`config.mk`:
```
export PLATFORM = sky130hd
export DESIGN_NAME = load_store_unit
export DESIGN_NICKNAME = d
export VERILOG_FILES = /design/src/rtl/riscv_pkg.sv /design/src/rtl/lsu_align.sv /design/src/rtl/load_store_unit.sv
export SDC_FILE = /design/constraint.sdc
export NUM_CORES = 1
export LEC_CHECK = 0
export BUFFER_PORTS_ARGS = -buffer_cell sky130_fd_sc_hd__buf_2
export CORE_UTILIZATION = 37
export DETAILED_ROUTE_END_ITERATION = 8
export PLACE_DENSITY = 0.7
export RECOVER_POWER = 50
export SKIP_CTS_REPAIR_TIMING = 1
export SYNTH_ARGS = -nofsm -noshare
export SYNTH_HDL_FRONTEND = slang
export SYNTH_SLANG_ARGS = --single-unit
```
`constraint.sdc`:
```
create_clock -name clk -period 2.4 [get_ports clk]
set_clock_uncertainty 0.2 [all_clocks]
set_input_delay 0.48 -clock clk [delete_from_list [all_inputs] [get_ports clk]]
set_output_delay 0.48 -clock clk [all_outputs]
set_load 0.01 [all_outputs]
```
`src/rtl/riscv_pkg.sv`:
```
// riscv_pkg: RV32I load/store funct3 encodings and LSU state type
package riscv_pkg;
  localparam logic [2:0] LB  = 3'b000;
  localparam logic [2:0] LH  = 3'b001;
  localparam logic [2:0] LW  = 3'b010;
  localparam logic [2:0] LBU = 3'b100;
  localparam logic [2:0] LHU = 3'b101;
  localparam logic [2:0] SB  = 3'b000;
  localparam logic [2:0] SH  = 3'b001;
  localparam logic [2:0] SW  = 3'b010;
  typedef enum logic [1:0] {IDLE, ACCESS, RESP} lsu_state_t;
endpackage

```
`src/rtl/lsu_align.sv`:
```
// lsu_align: byte-lane enables, store replication, legality checks and load extension
module lsu_align
  import riscv_pkg::*;
(
  input  logic        we,
  input  logic [2:0]  funct3,
  input  logic [1:0]  off,
  input  logic [31:0] wdata,
  input  logic [31:0] word,
  output logic [3:0]  be,
  output logic [31:0] lane,
  output logic        misaligned,
  output logic        illegal,
  output logic [31:0] ext
);
  logic [31:0] x;
  always_comb begin
    x = word >> {off, 3'b000};
    illegal = (funct3 == 3'b011) || (funct3 == 3'b110) || (funct3 == 3'b111) || (we && funct3[2]);
    misaligned = (funct3[1:0] == 2'b01 && off[0]) || (funct3[1:0] == 2'b10 && off != 2'b00);
    be = funct3[1:0] == 2'b00 ? 4'b0001 << off : funct3[1:0] == 2'b01 ? 4'b0011 << off : 4'b1111;
    lane = funct3[1:0] == 2'b00 ? {4{wdata[7:0]}} : funct3[1:0] == 2'b01 ? {2{wdata[15:0]}} : wdata;
    ext = funct3 == LB  ? {{24{x[7]}}, x[7:0]} :
          funct3 == LH  ? {{16{x[15]}}, x[15:0]} :
          funct3 == LW  ? x :
          funct3 == LBU ? {24'd0, x[7:0]} :
          funct3 == LHU ? {16'd0, x[15:0]} : 32'd0;
  end
endmodule

```
`src/rtl/load_store_unit.sv`:
```
// load_store_unit: single-access data memory stage with ready handshake and optional timeout
module load_store_unit
  import riscv_pkg::*;
#(
  parameter int TIMEOUT = 16
) (
  input  logic        clk,
  input  logic        reset,
  input  logic        req_valid,
  input  logic        req_we,
  input  logic [2:0]  funct3,
  input  logic [31:0] addr,
  input  logic [31:0] wdata,
  output logic        busy,
  output logic        done,
  output logic        err,
  output logic [31:0] rdata,
  output logic        mem_req,
  output logic        mem_we,
  output logic [31:0] mem_addr,
  output logic [3:0]  mem_be,
  output logic [31:0] mem_wdata,
  input  logic        mem_ready,
  input  logic [31:0] mem_rdata
);
  lsu_state_t state, state_n;
  logic we_q;
  logic [2:0] f3_q, f3;
  logic [1:0] off_q, off;
  logic [31:0] cnt, lane, ext;
  logic [3:0] be;
  logic mis, ill, bad, tout;
  // Alignment unit sees the live request in IDLE and the latched one afterwards
  assign f3 = state == IDLE ? funct3 : f3_q;
  assign off = state == IDLE ? addr[1:0] : off_q;
  assign bad = mis | ill;
  assign tout = (TIMEOUT != 0) && (cnt == 32'(TIMEOUT - 1)) && !mem_ready;
  lsu_align u_align (
    .we(req_we), .funct3(f3), .off(off), .wdata(wdata), .word(mem_rdata),
    .be(be), .lane(lane), .misaligned(mis), .illegal(ill), .ext(ext)
  );
  always_comb begin
    state_n = state == IDLE   ? (req_valid ? (bad ? RESP : ACCESS) : IDLE) :
              state == ACCESS ? (mem_ready || tout ? RESP : ACCESS) : IDLE;
  end
  always_ff @(posedge clk) begin
    if (reset) state <= IDLE;
    else state <= state_n;
  end
  always_ff @(posedge clk) begin
    if (reset) begin
      busy <= 1'b0;
      done <= 1'b0;
      err <= 1'b0;
      rdata <= '0;
      mem_req <= 1'b0;
      mem_we <= 1'b0;
      mem_addr <= '0;
      mem_be <= '0;
      mem_wdata <= '0;
      cnt <= '0;
      we_q <= 1'b0;
      f3_q <= '0;
      off_q <= '0;
    end else begin
      busy <= state_n != IDLE;
      done <= state_n == RESP;
      mem_req <= state_n == ACCESS;
      cnt <= state == ACCESS ? cnt + 32'd1 : '0;
      if (state == IDLE && req_valid) begin
        we_q <= req_we;
        f3_q <= funct3;
        off_q <= addr[1:0];
        mem_we <= req_we & ~bad;
        mem_addr <= {addr[31:2], 2'b00};
        mem_be <= be;
        mem_wdata <= lane;
        err <= bad;
        rdata <= '0;
      end else if (state == ACCESS) begin
        if (mem_ready) rdata <= we_q ? '0 : ext;
        else if (tout) err <= 1'b1;
        if (mem_ready || tout) mem_we <= 1'b0;
      end else if (state == RESP) begin
        err <= 1'b0;
      end
    end
  end
endmodule

```
==> results.txt <==
----------------------------------------------------
[Hold path]
  Type of the tightest min-delay check ... input port to register
  Startpoint of the worst hold path ... addr[8]

[Synthesis]
  Combinational family with the most area after synthesis ... simple AND/OR/NAND/NOR gates
  Dominant cell type by area after synthesis ... dfxtp_1
  Fraction of the mapped netlist area in adder cells ... 0.194%
  #FFs+latches synth ... 143
  Count of different cell masters after synthesis ... 55
  Avg Cell Area, Syn ... 8.13 um2
  Post-synthesis cell area ... 6460 um2
  Synth Flop Type ... dfxtp_1
  Largest cells by area after synthesis ... dfxtp_1, nand2_1, mux2i_1, a21oi_1, nor2_1
  Yosys warning total ... 0
  Syn Inst Count ... 795
  Simple-gate portion of the synthesized area ... 22.4%
  Portion of netlist area occupied by mux cells ... 8.58%
  Post-synthesis compound-gate area fraction ... 16.9%
  Xor and xnor area share after synthesis ... 3.52%
  Top-area cell type share of the netlist area ... 44.3%
  Sequential share of the synthesized area ... 44.3%
  Number of flops mapped to enable cells by yosys ... 0
  Asr flop ratio synth ... 0%

[Global routing]
  Overall overflow remaining after global route ... 0
  Number of antenna violations at the first check in global routing ... 0
  Wire length of the first global-routing pass ... 28900 um
  Number of global-route vias before repair ... 5740
  Total track usage ... 20.1%
  Maximum number of pins on one net before global-route repair ... 84

[Outcome]
  Run status ... completed

[Die]
  Height of the die ... 134 um
  Count of pins on the block boundary ... 209
  Effective utilization at floorplan ... 38.4%
  Die outline width ... 134 um
  Number of placement rows ... 47
  Area of the core region ... 16800 um2
  Total die area ... 18000 um2

[STA]
  Final worst-path setup slack ... 60.4 ps
  Setup TNS ... 0 ps
  Final hold vios ... 0
  Relative slew margins ... 57.0%
  Post-layout min period ... 2340 ps
  Fraction of the cycle the final worst path needs ... 97.5%
  Max Freq ... 0.427 GHz
  Count of final max-slew check failures ... 0
  Transition time at the pin with the least slew margin ... 646 ps
  Final number of setup-violating endpoints ... 0

[Placed design]
  Detailed Place HPWL ... 12900 um
  Placed cell count ... 1201
  Worst setup slack after placement ... 38.0 ps
  Global placement routability congestion ... 0.890
  IO buf count ... 206

[Detailed routing]
  1st-iter DRT viols ... 401
  Count of TritonRoute iterations in the first routing pass ... 5
  DRC errors left ... 0
  Routed Wire Length ... 18500 um
  Number of vias per cell after detailed routing ... 5.11
  Post-detailed-route wirelength per cell ... 15.0 um
  Via Count ... 6317
  DRT antenna net count ... 0

[Critical path]
  Largest delay share family, worst path ... compound AO/OA/AOI/OAI gates
  Crit path buf inv count ... 2
  CP Data Arrival Time ... 2440 ps
  Critical Path RT ... 2500 ps
  Crit path launch type ... register
  Ordered cell list for the critical path ... nor2_4 -> buf_4 -> mux2_2 -> a21oi_4 -> buf_12 -> nor3_1 -> a211oi_1 -> o21ai_0
  Largest fanout of any net on the critical path ... 11
  Max stage delay on crit path ... 420 ps
  Library cell contributing the largest single delay on the critical path ... mux2_2
  Reg-to-reg critical path startpoint ... state[0]
  Setup Crit Path Kind ... register to register
  Critical path startpoint ... state[0]
  Type of destination of the critical path ... register

[CTS]
  Deepest clock path buffer count ... 2
  Total number of H-tree levels ... 4
  Number of buffers created by CTS ... 17
  CTS tree ... done
  Clock sink total ... 143
  Clock latency on the worst-skew pair ... 410 ps
  Clock slew at reported path FFs ... 60 ps
  Root buffer selected by CTS ... clkbuf_16

[Finish]
  Area of the multi-input gates ... 3360 um2
  Number of standard cells in the layout, taps in and fillers out ... 1236
  Ant. Diodes ... 0
  Area delta synth->final ... 29.6%
  Layout filler cell count ... 1679
  Number of nets in the layout ... 1108
  Share of layout cells above drive strength 1 ... 17.8%
  Sequential cell area ... 2860 um2

[Power]
  Pleak ... 3.36 nW
  Design Power ... 6.93 mW
  Power per Cell Area ... 828 nW/um2
  Maximum ir drop on the vdd rail ... 580 uV

[Run]
  # Max-Cap Violations ... 0

----------------------------------------------------
-- cells in the mapped netlist (2+ instances only) --
cell type and instances:
xnor2_1 10, a211oi_1 24, a21oi_1 82, a311oi_1 8
o22ai_1 2, mux2_2 3, dfxtp_1 143, nand3_1 13
buf_2 10, clkbuf_1 32, or3_1 4, xor2_1 16
o21ai_0 26, nor4_1 7, and4_1 3, inv_1 13
mux2i_1 47, nand2b_1 7, o211ai_1 3, nand4_1 9
nor2_1 105, and2_1 12, and2_0 2, mux2i_2 2
nand2_1 138, a22oi_1 8, buf_4 5, nor3_1 16
o21ai_1 14, and3_1 6
-- registers in the layout (all words and copies together), names as in the netlist --
signal     count
mem_we         1
state          2
off_q          2
mem_be         4
cnt           32
mem_wdata     32
mem_addr      30
busy           1
mem_req        1
err            1
we_q           1
rdata         32
f3_q           3
done           1
-- power breakdown --
group | internal [mW] | switching (mW) | total, mW
registers | 2.53 | 0.0863 | 2.62
clock network | 1.81 | 1.03 | 2.84
logic | 0.572 | 0.903 | 1.47
total | 4.91 | 2.02 | 6.93
-- area by class of cell --
| cell class | instances | share of cell area (%) |
|---|---|---|
| repair buffers | 236 | 14.2 |
| multi-input cells | 592 | 40.2 |
| clock buffers | 20 | 5.45 |
| clock inverters | 12 | 2.17 |
| well taps | 220 | 3.29 |
| flip-flops and latches | 143 | 34.2 |
| inverters | 13 | 0.583 |
-- layout by cell type (no fill, tap or decap), drive strengths merged, types with 3 or more instances in the layout --
master,n
nand2,138
and2,14
a21oi,84
clkbuf,124
nand2b,7
and4,3
a211oi,24
nand3,13
buf,132
nand4,9
clkinv,4
mux2,3
o211ai,3
a311oi,8
a22oi,8
dfxtp,143
o21ai,40
xor2,16
or3,4
and3,6
nor4,7
mux2i,50
bufinv,4
inv,16
nor3,16
nor2,107
xnor2,10
-- per-layer routing --
metal | vias to the layer above | track usage [%] | part of all wire (%)
li1 | 3164 | - | -
met3 | 33 | 4.46 | 5.8
met1 | 2913 | 25.6 | 43
met4 | 0 | 8.24 | 2.1
met5 | - | 0 | 0
met2 | 207 | 32.9 | 49
-- worst register-to-register path, cell delays in order (launching register included) --
cell,delay (ps)
dfxtp_1,330
nor2_4,240
buf_4,250
mux2_2,420
a21oi_4,250
buf_12,140
nor3_1,50
a211oi_1,250
o21ai_0,100
-- final timing paths --
check	to	slack, ps	depth (start not counted)
worst max register to register	rdata[11]	60	8
worst min-delay path	mem_addr[8]	100	3
worst max-delay path	rdata[11]	60	8
worst min register to register	rdata[21]	250	2
-- through the flow --
| step | utilization [%] | hold WS (ps) | cell area, um2 |
|---|---|---|---|
| after floorplan | - | 218 | 6470 |
| after global placement | 46.5 | 231 | 7830 |
| after detailed placement | 46.5 | 240 | 7830 |
| after CTS | 50.3 | 81.9 | 8460 |
| after global routing | 49.8 | 82.7 | 8380 |
| final | 49.8 | 96.3 | 8380 |
-- logic make-up (layout without fill, tap and decap cells) --
kind of cell               count (synthesis)  after routing
buffers and inverters                     61            281
DFF                                      143            143
other                                      1              2
adders and majority gates                  1              1
AOI/OAI and AO/OA                        179            179
xor gates and xnor gates                  26             26
and+or+nand+nor                          331            331
muxes                                     53             53
Power figures use the tool's default switching activity.
